### src/rtl/uart_fpga_pkg.sv
// uart_fpga_pkg: shared frame-state encoding and serial line constants for the LArPix v3 UART link
package uart_fpga_pkg;
    typedef enum logic [1:0] {IDLE, START, DATA, STOP} frame_state_t;
    localparam logic START_BIT  = 1'b0;
    localparam logic STOP_BIT   = 1'b1;
    localparam int   OVERSAMPLE = 4;
endpackage

### src/rtl/uart_fpga_rx_core.sv
// uart_fpga_rx_core: receive half, deserialises WIDTH-bit frames from PISO and holds the payload
//   clk, reset_n       : clock, async active-low reset
//   rx_in              : serial input, idle high
//   v3_mode            : 1 = one bit per clk, 0 = one bit per OVERSAMPLE clks
//   uld_rx_data        : host unload strobe, sets rx_empty
//   rx_data            : received payload bits [WIDTH-2:0]
//   rx_empty           : no unread word
//   parity_error       : held word failed odd parity
module uart_fpga_rx_core
    import uart_fpga_pkg::*;
#(
    parameter int WIDTH = 64
) (
    input  logic             clk,
    input  logic             reset_n,
    input  logic             rx_in,
    input  logic             v3_mode,
    input  logic             uld_rx_data,
    output logic [WIDTH-2:0] rx_data,
    output logic             rx_empty,
    output logic             parity_error
);
    localparam int CW = $clog2(WIDTH);
    localparam int PW = $clog2(OVERSAMPLE);
    frame_state_t     state, state_n;
    logic [1:0]       sync;
    logic [CW-1:0]    cnt, cnt_n;
    logic [PW-1:0]    ph, ph_n;
    logic [WIDTH-1:0] sreg, sreg_n;
    logic             rx_s, sample, done;
    assign rx_s   = sync[1];
    // In oversampled mode ph is zeroed on the 2nd clock of the start cell, so
    // reaching OVERSAMPLE-1 lands on the 2nd clock of every following cell.
    assign sample = v3_mode || ph == PW'(OVERSAMPLE - 1);
    always_comb begin
        state_n = state;
        cnt_n   = cnt;
        ph_n    = sample ? '0 : ph + 1'b1;
        sreg_n  = sreg;
        done    = 1'b0;
        case (state)
            IDLE: begin
                ph_n  = '0;
                cnt_n = '0;
                if (rx_s == START_BIT) state_n = v3_mode ? DATA : START;
            end
            START: begin
                ph_n    = '0;
                state_n = (rx_s == START_BIT) ? DATA : IDLE;
            end
            DATA: if (sample) begin
                sreg_n = {rx_s, sreg[WIDTH-1:1]};
                cnt_n  = cnt + 1'b1;
                if (cnt == CW'(WIDTH - 1)) state_n = STOP;
            end
            STOP: if (sample) begin
                state_n = IDLE;
                done    = (rx_s == STOP_BIT);
            end
            default: state_n = IDLE;
        endcase
    end
    always_ff @(posedge clk or negedge reset_n) begin
        if (!reset_n) begin
            sync         <= 2'b11;
            state        <= IDLE;
            cnt          <= '0;
            ph           <= '0;
            sreg         <= '0;
            rx_data      <= '0;
            rx_empty     <= 1'b1;
            parity_error <= 1'b0;
        end else begin
            sync  <= {sync[0], rx_in};
            state <= state_n;
            cnt   <= cnt_n;
            ph    <= ph_n;
            sreg  <= sreg_n;
            if (done) begin
                rx_data      <= sreg[WIDTH-2:0];
                parity_error <= ~^sreg;
            end
            // a completing word beats a same-edge unload
            rx_empty <= done ? 1'b0 : uld_rx_data ? 1'b1 : rx_empty;
        end
    end
endmodule

### src/rtl/uart_fpga_link.sv
// uart_fpga_link: FPGA-side serial link to one LArPix v3 ASIC (transmit FSM here, receive in rx_core)
//   clk, reset_n                     : clock, async active-low reset
//   tx_data, ld_tx_data, tx_enable   : word to send (parity in MSB), load request, enable
//   enable_tx_dynamic_powerdown      : enables tx_powerdown indication
//   tx_dynamic_powerdown_cycles      : idle threshold N, powerdown after N+1 idle clocks
//   tx_out, tx_busy, tx_powerdown    : POSI line, frame in progress, idle indication
//   rx_in, v3_mode, uld_rx_data      : PISO line, bit-rate mode, unload strobe
//   rx_data, rx_empty, parity_error  : held payload and status
module uart_fpga_link
    import uart_fpga_pkg::*;
#(
    parameter int WIDTH = 64
) (
    input  logic             clk,
    input  logic             reset_n,
    input  logic [WIDTH-1:0] tx_data,
    input  logic             ld_tx_data,
    input  logic             tx_enable,
    input  logic             enable_tx_dynamic_powerdown,
    input  logic [2:0]       tx_dynamic_powerdown_cycles,
    output logic             tx_out,
    output logic             tx_busy,
    output logic             tx_powerdown,
    input  logic             rx_in,
    input  logic             v3_mode,
    input  logic             uld_rx_data,
    output logic [WIDTH-2:0] rx_data,
    output logic             rx_empty,
    output logic             parity_error
);
    localparam int CW = $clog2(WIDTH);
    frame_state_t     state, state_n;
    logic [WIDTH-1:0] sreg, sreg_n;
    logic [CW-1:0]    cnt, cnt_n;
    logic [3:0]       idle_cnt;
    logic             out_n, load, last;
    assign load         = ld_tx_data && tx_enable && state == IDLE;
    assign tx_busy      = state != IDLE;
    assign last         = cnt == CW'(WIDTH - 1);
    assign tx_powerdown = enable_tx_dynamic_powerdown && idle_cnt > {1'b0, tx_dynamic_powerdown_cycles};
    // tx_out is registered: out_n is the level for the bit period after this edge
    always_comb begin
        state_n = state;
        sreg_n  = sreg;
        cnt_n   = cnt;
        out_n   = STOP_BIT;
        case (state)
            IDLE: if (load) begin
                state_n = START;
                sreg_n  = tx_data;
                out_n   = START_BIT;
            end
            START: begin
                state_n = DATA;
                cnt_n   = '0;
                out_n   = sreg[0];
            end
            DATA: begin
                state_n = last ? STOP : DATA;
                cnt_n   = cnt + 1'b1;
                sreg_n  = sreg >> 1;
                out_n   = last ? STOP_BIT : sreg[1];
            end
            STOP: state_n = IDLE;
            default: state_n = IDLE;
        endcase
    end
    always_ff @(posedge clk or negedge reset_n) begin
        if (!reset_n) begin
            state    <= IDLE;
            sreg     <= '0;
            cnt      <= '0;
            tx_out   <= STOP_BIT;
            idle_cnt <= '0;
        end else begin
            state    <= state_n;
            sreg     <= sreg_n;
            cnt      <= cnt_n;
            tx_out   <= out_n;
            idle_cnt <= (tx_busy || load) ? '0 : (&idle_cnt ? idle_cnt : idle_cnt + 1'b1);
        end
    end
    uart_fpga_rx_core #(.WIDTH(WIDTH)) u_rx (
        .clk          (clk),
        .reset_n      (reset_n),
        .rx_in        (rx_in),
        .v3_mode      (v3_mode),
        .uld_rx_data  (uld_rx_data),
        .rx_data      (rx_data),
        .rx_empty     (rx_empty),
        .parity_error (parity_error)
    );
endmodule

### config.mk
export PLATFORM = sky130hd
export DESIGN_NAME = uart_fpga_link
export DESIGN_NICKNAME = d
export VERILOG_FILES = /design/src/rtl/uart_fpga_pkg.sv /design/src/rtl/uart_fpga_rx_core.sv /design/src/rtl/uart_fpga_link.sv
export SDC_FILE = /design/constraint.sdc
export NUM_CORES = 1
export LEC_CHECK = 0
export CORE_UTILIZATION = 35
export DETAILED_ROUTE_END_ITERATION = 10
export DONT_BUFFER_PORTS = 1
export PLACE_DENSITY = 0.56
export SLEW_MARGIN = 10
export SYNTH_ARGS = -nofsm -noshare
export SYNTH_HDL_FRONTEND = slang
export SYNTH_HIERARCHICAL = 1
export SYNTH_SLANG_ARGS = --single-unit
### constraint.sdc
create_clock -name clk -period 2.3 [get_ports clk]
set_input_delay 0.46 -clock clk [delete_from_list [all_inputs] [get_ports clk]]
set_output_delay 0.46 -clock clk [all_outputs]
set_load 0.005 [all_outputs]
==> flow_summary.toml, run 1 <==
[final_layout]
antennaDiodeCount = 0
num-fill-cells = 2620
finalNetCount = 902
drive_above_1_share_pct = 30.0
final_cells = 1206
final_util_pct = 40.9
stdcell_area_um2 = 11100
area_delta_synth_final_pct = 13.8

[global_route]
antenna_found_initial = 0
grt_pass1_vias = 5755
gr-total-overflow = 0
grt_start_max_net_pins = 219
grt_pass1_wl_mm = 30.6
track_usage_pct = 13.2

[detailed_routing]
first_pass_iters = 4
routed-wl-met2_mm = 8.14
dr.first_iter.drc_count = 252
vias = 5688
avgRoutedWirePerCell_um = 15.6
vias_per_cell = 4.72
routed-wl-met3_mm = 1.54
wl_mm = 18.8
topRoutingLayerUsed = "met4"
wl_met1_mm = 8.71
drcViolationCount = 0
final_antenna_net_count = 0

[job]
drv_cap = 0

[pwr]
p_leak_nw = 5.61
power.total_mw = 10.9
cellPowerDensity_nw_per_um2 = 978
ir_drop_v = 0.000674

[cts]
htree_levels = 1
cts_sinks = 218
clkLatencyLatePin_ps = 530
cts_buffer_depth = 3
cts_tree = "done"
clk_pin_slew_ps = 60
cts_hold_buffers = 2
post_cts_buffers = 0
clockRootBuffer = "clkbuf_16"
cts_made_buffers = 25
ctsResizeCount = 0

[floorplan]
core_area_um2 = 27200
initial_core_util_pct = 36.0
die_area_um2 = 28600
io_pins = 143
die_w_um = 169
die_h_um = 169
rows = 60

[sta]
fin_tns_setup_ps = 0
finalHoldViolations = 215
whs_ps = -365
rsz0062_at_grt = "false"
tightest_slew_ps = 631
fin_skew_ps = 16.2
fmax_mhz = 479
drv_slew = 0
setup_slack_ps = 210
min_period_ps = 2090
relSlewSlack_pct = 57.9
setup_violations = 0
finalCritPeriodShare_pct = 90.9

[logic_synthesis]
synth_top_flop_cell = "dfrtp_1"
ys_top_cells_by_count = "dfrtp_1 (214), nand2_1 (204), mux2_2 (185)"
synth.top_cell.area_share_pct = 54.8
ys_top_cells_by_area = "dfrtp_1 (55%), mux2_2 (21%), nand2_1 (7.8%), xnor2_1 (5.2%), ha_1 (1.5%)"
async_flop_share_pct = 100
ys_seq_area_share_pct = 55.9
syn-num-nets = 901
syn_inst = 814
yosys_warnings = 6
avgSynthCellArea_um2 = 12.0
synth_edf_count = 0
synth_seq_cells = 218
syn_area_um2 = 9770
synth_most_common_cell = "dfrtp_1"
ys_types = 43
yosys.area.top_type = "dfrtp_1"

[worst_setup_path]
r2r_slack_ps = 410
r2r_start = "state[0]$_DFFE_PN0N_"
crit_family = "flip-flops"
start_kind = "register"
cp_cell_sequence = "ha_1 > nor2b_1 > o21ai_0 > a21oi_1"
cp.required_ps = 1840
cp_num_buf_inv = 0
crit_slowest_cell = "dfrtp_1"
regToRegEndpoint = "sreg[24]$_DFFE_PN0P_"
worstSetupEndpointType = "output pin"
path_class = "register to output pin"
reg2reg_depth = 5
crit_path_max_fanout = 5
arrival_ps = 1630
crit_path_max_incr_delay_ps = 420

[place]
dpl_cell_area_um2 = 10200
place.gp.congestion = 0.718
dp_hpwl_mm = 11.8
place_inst = 1158
numPortBuffers = 0
dpl_worst_slack_ps = 383

[hold_path]
hp-class = "primary input to asynchronous set/reset pin"

[outcome]
violations = "hold timing"
status = "finished with violations"
==> how the worst max path moves through the flow <==
| stage | from | to | slack (ps) | depth (start not counted) |
|---|---|---|---|---|
| 2_1_floorplan | u_rx/ph[0]$_DFF_PN0_ | u_rx/rx_data[0]$_DFFE_PN0P_ | 420 | 5 |
| 3_3_place_gp | u_rx/sreg[48]$_DFFE_PN0P_ | u_rx/parity_error$_DFFE_PN0P_ | 360 | 8 |
| 3_5_place_dp | state[0]$_DFFE_PN0N_ | sreg[24]$_DFFE_PN0P_ | 380 | 5 |
| 4_1_cts | idle_cnt[1]$_DFFE_PN0P_ | tx_powerdown | 170 | 4 |
| 5_1_grt | idle_cnt[1]$_DFFE_PN0P_ | tx_powerdown | 110 | 4 |
| 6_report | idle_cnt[1]$_DFFE_PN0P_ | tx_powerdown | 210 | 4 |
==> cell type report <==
type                       instances  area [um^2]  area share (%)
inverter                          10         37.5           0.337
sequential                       218         5460            49.1
multi-input combinational        548         4110            36.9
timing repair buffer              12          170            1.53
clock buffer                      36          747            6.71
tap                              372          465            4.18
clock inverter                    10          135            1.21
==> sequential cells by signal, summed over array words and instances (netlist names) <==
signal and count:
cnt 6, idle_cnt 4, sreg 64, state 2, tx_out 1, u_rx/cnt 6, u_rx/parity_error 1, u_rx/ph 2
u_rx/rx_data 63, u_rx/rx_empty 1, u_rx/sreg 64, u_rx/state 2, u_rx/sync 2
==> where the power goes <==
part | internal (mW) | switching, mW | total, mW | leakage [nW]
Sequential | 4.19 | 0.410 | 4.60 | 2.99
Combinational | 1.11 | 0.975 | 2.09 | 2.18
Clock | 2.59 | 1.60 | 4.19 | 0.436
==> cell families after synthesis <==
kind of cell / Yosys count / share of synthesized area [%]
buf+inv: 48 / 2.38
compound gates: 31 / 2.14
flops: 218 / 55.9
simple gates: 247 / 10.1
mux: 192 / 22.1
xor+xnor: 66 / 5.91
fa+ha+maj: 12 / 1.54
==> per-layer routing <==
metal  track usage, %  vias to the layer above
met3             4.28                       33
met2             19.9                      139
li1                 -                     2721
met4             3.53                        0
met1             18.2                     2795
met5                0                        -
==> placed cells by master (no fill, tap or decap), types with 10 or more instances in the layout <==
master,netlist,layout
dfrtp_1,214,214
nand2_1,204,204
mux2_2,185,185
xnor2_1,58,58
clkbuf_16,0,25
nor2_1,17,16
o21ai_0,13,13
ha_1,12,11
inv_1,10,10
No activity file was read; power rests on OpenSTA's default activity.
==> inputs of run 2 (changes only) <==
--- a/config.mk
+++ b/config.mk
@@ -8,6 +8,7 @@
 export CORE_UTILIZATION = 35
 export DETAILED_ROUTE_END_ITERATION = 10
 export DONT_BUFFER_PORTS = 1
+export GPL_TIMING_DRIVEN = 0
 export PLACE_DENSITY = 0.56
 export SLEW_MARGIN = 10
 export SYNTH_ARGS = -nofsm -noshare
==> run 2 against run 1 <==
Effect of this change: power down 2.7%; cell area down 0.49%; sequential power about the same; die area unchanged; setup slack worse by 16 ps; sequential share of layout area up 0.24 points; routed wire length up 2.1%; via count up 1.8%; the run still ends with hold timing left; final cell count up 2.1%.
==> flow_summary.toml, run 2 (synthesis results as in run 1) <==
[global_route]
track_usage_pct = 13.5
gr-total-overflow = 0
grt_pass1_vias = 5918
grt_pass1_wl_mm = 31.3
antenna_found_initial = 0
grt_start_max_net_pins = 219

[sta]
fmax_mhz = 475
setup_violations = 0
fin_skew_ps = 19.0
finalHoldViolations = 218
finalCritPeriodShare_pct = 91.6
whs_ps = -354
relSlewSlack_pct = 62.5
setup_slack_ps = 194
tightest_slew_ps = 563
rsz0062_at_grt = "false"
min_period_ps = 2110
drv_slew = 0

[worst_setup_path]
cp_num_buf_inv = 2
crit_family = "buffers and inverters"
regToRegEndpoint = "u_rx/rx_data[3]$_DFFE_PN0P_"
crit_slowest_cell = "dfrtp_1"
worstSetupEndpointType = "register"
crit_path_max_incr_delay_ps = 380
cp.required_ps = 2700
r2r_slack_ps = 190
path_class = "register to register"
crit_path_max_fanout = 10
r2r_start = "u_rx/ph[0]$_DFF_PN0_"
reg2reg_depth = 5
start_kind = "register"
arrival_ps = 2500
cp_cell_sequence = "ha_1 > o2111ai_1 > clkbuf_2 > buf_2 > mux2_2"

[outcome]
status = "finished with violations"
violations = "hold timing"

[floorplan]
die_area_um2 = 28600
die_h_um = 169
initial_core_util_pct = 36.0
io_pins = 143
core_area_um2 = 27200
rows = 60
die_w_um = 169

[detailed_routing]
avgRoutedWirePerCell_um = 15.6
final_antenna_net_count = 0
drcViolationCount = 0
vias = 5788
wl_mm = 19.2
first_pass_iters = 4
vias_per_cell = 4.70
dr.first_iter.drc_count = 261

[place]
dp_hpwl_mm = 12.9
place.gp.congestion = 0.743
dpl_worst_slack_ps = -86.3
numPortBuffers = 0
place_inst = 1186

[final_layout]
reg.largest.list = "sreg: 64 flops, u_rx/sreg: 64 flops, u_rx/rx_data: 63 flops"
final_cell_mix = "dfrtp_1 (214), nand2_1 (204), mux2_2 (185)"
final_cells = 1231
drive_above_1_share_pct = 29.4
multiInputGateArea_um2 = 4080
regArea_um2 = 5460
final_common_cell = "dfrtp_1"
finalNetCount = 929
area_delta_synth_final_pct = 13.2
num-fill-cells = 2620

[cts]
htree_levels = 1
cts_tree = "done"
clockRootBuffer = "clkbuf_16"
cts_made_buffers = 25
clk_pin_slew_ps = 60
clkLatencyLatePin_ps = 530
cts_buffer_depth = 3
cts_hold_buffers = 2
cts_sinks = 218

[hold_path]
hp-class = "primary input to asynchronous set/reset pin"

[pwr]
p_leak_nw = 5.59
ir_drop_v = 0.000487
cellPowerDensity_nw_per_um2 = 956

[job]
drv_cap = 0
## run 2: how the worst max path moves through the flow
stage                    startpoint                      endpoint  slack (ps)  depth (start not counted)
6_report       u_rx/ph[0]$_DFF_PN0_   u_rx/rx_data[3]$_DFFE_PN0P_         190                          5
4_1_cts        u_rx/ph[0]$_DFF_PN0_       u_rx/cnt[5]$_DFFE_PN0P_          60                          8
3_5_place_dp   u_rx/ph[0]$_DFF_PN0_   u_rx/rx_data[5]$_DFFE_PN0P_         -90                          5
5_1_grt        u_rx/ph[0]$_DFF_PN0_     u_rx/sreg[49]$_DFFE_PN0P_          40                          7
3_3_place_gp   u_rx/ph[0]$_DFF_PN0_  u_rx/rx_data[61]$_DFFE_PN0P_         -60                          5
2_1_floorplan  u_rx/ph[0]$_DFF_PN0_   u_rx/rx_data[0]$_DFFE_PN0P_         420                          5
## run 2: where the power goes
part	leakage (nW)	switching (mW)	total, mW	internal, mW
Sequential	2.99	0.406	4.60	4.19
Combinational	2.20	1.11	2.09	0.982
Clock	0.402	1.54	3.89	2.35
## run 2: layout make-up
type	count	area share, %
Sequential cell	218	49.3
Buffer	37	1.75
Clock inverter	8	0.949
Clock buffer	35	6.35
Timing Repair Buffer	2	0.181
Multi-Input combinational cell	548	36.9
Tap cell	372	4.20
Antenna cell	1	0.0226
Inverter	10	0.339
## run 2: layer usage
layer	up-vias	GRT usage, %	routed length, um
li1	2787	-	-
met1	2821	18.0	8660
met2	147	20.8	8420
met3	33	4.56	1610
met4	0	3.72	466
met5	-	0	0
## run 2: worst reg2reg max path, delay by kind of cell (launching register included)
| kind | cells | cell delay (ps) |
|---|---|---|
| DFF | 1 | 380 |
| AOI/OAI and AO/OA | 1 | 270 |
| adders and majority gates | 1 | 260 |
| buffers and inverters | 2 | 690 |
| muxes | 1 | 370 |
## run 2: timing repair
| action | in CTS | in global routing |
|---|---|---|
| endpoints found under the setup margin | 37 | 2 |
| pin swaps | 0 | 0 |
| resized for setup | 1 | 2 |
| setup buffers | 0 | 0 |
| hold endpoints to repair | 220 | 218 |
## run 2: stage by stage
| stage | instance area [um^2] | power, mW | utilization (%) | TNS [ps] |
|---|---|---|---|---|
| floorplan | 9770 | 6.28 | - | 0 |
| global placement | 10200 | 6.74 | 37.7 | -716 |
| detailed placement | 10200 | 6.76 | 37.7 | -1490 |
| CTS | 11100 | 10.8 | 40.7 | 0 |
| global route | 11100 | 11.1 | 40.7 | 0 |
| finish | 11100 | 10.6 | 40.7 | 0 |
==> inputs of run 3 (changes only) <==
--- a/config.mk
+++ b/config.mk
@@ -5,6 +5,7 @@
 export SDC_FILE = /design/constraint.sdc
 export NUM_CORES = 1
 export LEC_CHECK = 0
+export ABC_AREA = 1
 export CORE_UTILIZATION = 35
 export DETAILED_ROUTE_END_ITERATION = 10
 export DONT_BUFFER_PORTS = 1
==> run 3 against run 2 <==
Effect of this change: the run still ends with hold timing left; setup slack got worse by 22 ps; sequential cell count did not move; utilization fell by 0.51 points; worst hold slack improved by 18 ps; critical path type is now register to output pin; critical endpoint is now tx_powerdown; largest cell class unchanged.
==> flow_summary.toml, run 3 <==
[outcome]
status = "finished with violations"
violations = "hold timing"

[sta]
tightest_slew_ps = 830
drv_slew = 0
fin_skew_ps = 17.6
finalCritPeriodShare_pct = 92.5
setup_violations = 0
rsz0062_at_grt = "false"
setup_slack_ps = 172
min_period_ps = 2130
relSlewSlack_pct = 44.7
fmax_mhz = 470
fin_tns_setup_ps = 0
whs_ps = -336
finalHoldViolations = 215

[worst_setup_path]
crit_end = "tx_powerdown"
crit_top_cell = "nand2_1"
crit_path_max_incr_delay_ps = 420
crit_family = "flip-flops"
start_kind = "register"
cp-startpoint = "idle_cnt[1]$_DFFE_PN0P_"
path_class = "register to output pin"
regToRegEndpoint = "u_rx/sreg[18]$_DFFE_PN0P_"
arrival_ps = 1670
reg2reg_depth = 8
cp.required_ps = 1840
r2r_slack_ps = 400
crit_cells = 7
cp_num_buf_inv = 1
r2r_start = "u_rx/ph[0]$_DFF_PN0_"
cp_cell_sequence = "ha_1 > inv_1 > o21bai_1 > nand2_1 > nand2_1 > nand2_1 > nor2_1"
crit_slowest_cell = "dfrtp_1"
worstSetupEndpointType = "output pin"
crit_path_max_fanout = 4

[global_route]
gr-total-overflow = 0
grt_start_max_net_pins = 219
antenna_found_initial = 0
grt_pass1_wl_mm = 42.7
track_usage_pct = 16.4
grt_pass1_vias = 8631

[final_layout]
num-fill-cells = 3105
final_cell_mix = "nand2_1 (781), dfrtp_1 (214), o21ai_0 (176)"
regArea_um2 = 5460
area_delta_synth_final_pct = 12.0
finalNetCount = 1587
final_util_pct = 40.2
final_common_cell = "nand2_1"
drive_above_1_share_pct = 5.27
reg.largest.list = "sreg: 64 flops, u_rx/sreg: 64 flops, u_rx/rx_data: 63 flops"
final_cells = 1907
antennaDiodeCount = 0
multiInputGateArea_um2 = 4600

[logic_synthesis]
synth_seq_cells = 218
syn_area_um2 = 10800
avgSynthCellArea_um2 = 7.32
synth_most_common_cell = "nand2_1"
ys_seq_area_share_pct = 50.8
yosys.area.top_type = "dfrtp_1"
ys_types = 32
syn-num-nets = 1557
synth_edf_count = 0
async_flop_share_pct = 100
ys_top_cells_by_area = "dfrtp_1 (50%), nand2_1 (27%), o21ai_0 (8.2%), inv_1 (3.6%), ha_1 (1.4%)"
yosys_warnings = 6
ys_top_cells_by_count = "nand2_1 (782), dfrtp_1 (214), o21ai_0 (176)"
syn_inst = 1470
synth_top_flop_cell = "dfrtp_1"
synth.top_cell.area_share_pct = 49.8

[cts]
cts_tree = "done"
clockRootBuffer = "clkbuf_16"
cts_made_buffers = 25
cts_hold_buffers = 2
cts_sinks = 218
cts_buffer_depth = 3
htree_levels = 1
clkLatencyLatePin_ps = 520
clk_pin_slew_ps = 50

[pwr]
sequentialPowerShare_pct = 44.5
p_sw_mw = 2.92
swShare_pct = 30.1
p_leak_nw = 6.32
power_frac_comb_pct = 16.1
cellPowerDensity_nw_per_um2 = 805
ir_drop_v = 0.000590
clock_power_share_pct = 39.4
power.total_mw = 9.70
internal-power_mw = 6.78

[place]
place_inst = 1860
numPortBuffers = 0
place.gp.congestion = 0.792
dpl_worst_slack_ps = 204
dp_hpwl_mm = 17.3

[detailed_routing]
final_antenna_net_count = 0
dr.first_iter.drc_count = 612
vias_per_cell = 4.73
vias = 9025
wl_mm = 25.4
drcViolationCount = 0
first_pass_iters = 5
avgRoutedWirePerCell_um = 13.3

[floorplan]
die_h_um = 177
initial_core_util_pct = 35.9
core_area_um2 = 30000
die_area_um2 = 31400
rows = 63
die_w_um = 177
io_pins = 143

[hold_path]
hp-class = "primary input to asynchronous set/reset pin"

[job]
drv_cap = 0
[run 3: cell types whose count changed in the layout (fill, tap and decap cells not counted), sizes merged, moves of 12 or more]
cell	change
o21ai	+181
nand3	+13
nand2	+579
inv	+96
clkbuf	+12
buf	+17
a21oi	+13
mux2	-190
nor2	+14
xnor2	-51
[run 3: cell families after synthesis]
kind of cell | count (synthesis) | share of synthesized area (%)
simple gates | 840 | 29.8
compound gates | 221 | 10.5
flops | 218 | 50.8
buf+inv | 167 | 6.56
xor+xnor | 12 | 0.977
fa+ha+maj | 12 | 1.40
[run 3: timing repair]
item	in CTS	in global routing
setup buffers	0	1
endpoints found under the setup margin	0	4
gates resized for setup	0	1
endpoints found under the hold margin	220	218
[run 3: worst min path at each step]
stage          depth (start not counted)                            to  slack, ps    start
3_3_place_gp                           0       idle_cnt[3]$_DFFE_PN0P_        190  reset_n
5_1_grt                                0  u_rx/rx_data[49]$_DFFE_PN0P_       -390  reset_n
2_1_floorplan                          0            cnt[0]$_DFFE_PN0P_        160  reset_n
4_1_cts                                0       idle_cnt[2]$_DFFE_PN0P_       -370  reset_n
6_report                               0       idle_cnt[3]$_DFFE_PN0P_       -340  reset_n
3_5_place_dp                           0       idle_cnt[3]$_DFFE_PN0P_        190  reset_n
[run 3: worst register-to-register path, stage by stage, from the launching register on]
cell	delay, ps
dfrtp_1	380
ha_1	190
nor2_1	120
inv_1	90
nand2_1	130
buf_2	290
buf_1	430
nand2_1	80
o21ai_0	110
[run 3: cell type report]
cell class	count	area share, %
sequential	218	45.3
multi-input combinational	1085	38.1
inverter	105	3.27
buffer	62	2.59
clock inverter	6	0.540
clock buffer	38	5.85
timing repair buffer	3	0.228
tap	390	4.05
[run 3: per-layer routing]
layer  wire length [um]  global-route usage (%)
met1              12300                    22.6
met3               1550                    3.75
met5                  0                       0
met2              11100                    26.2
met4                434                    3.56
[run 3: through the flow]
step	hold WS [ps]	area (um^2)
after floorplan	164	10800
after global placement	186	11200
after detailed placement	185	11200
after CTS	-367	12000
after global routing	-386	12000
final	-336	12000
[run 3: power groups by stage]
stage	Sequential, mW	Combinational, mW	Clock [mW]
after floorplan	4.30	1.20	0
after global placement	4.38	1.54	0
after detailed placement	4.38	1.57	0
after CTS	4.32	1.58	3.96
after global routing	4.35	1.84	4.10
final	4.31	1.56	3.82
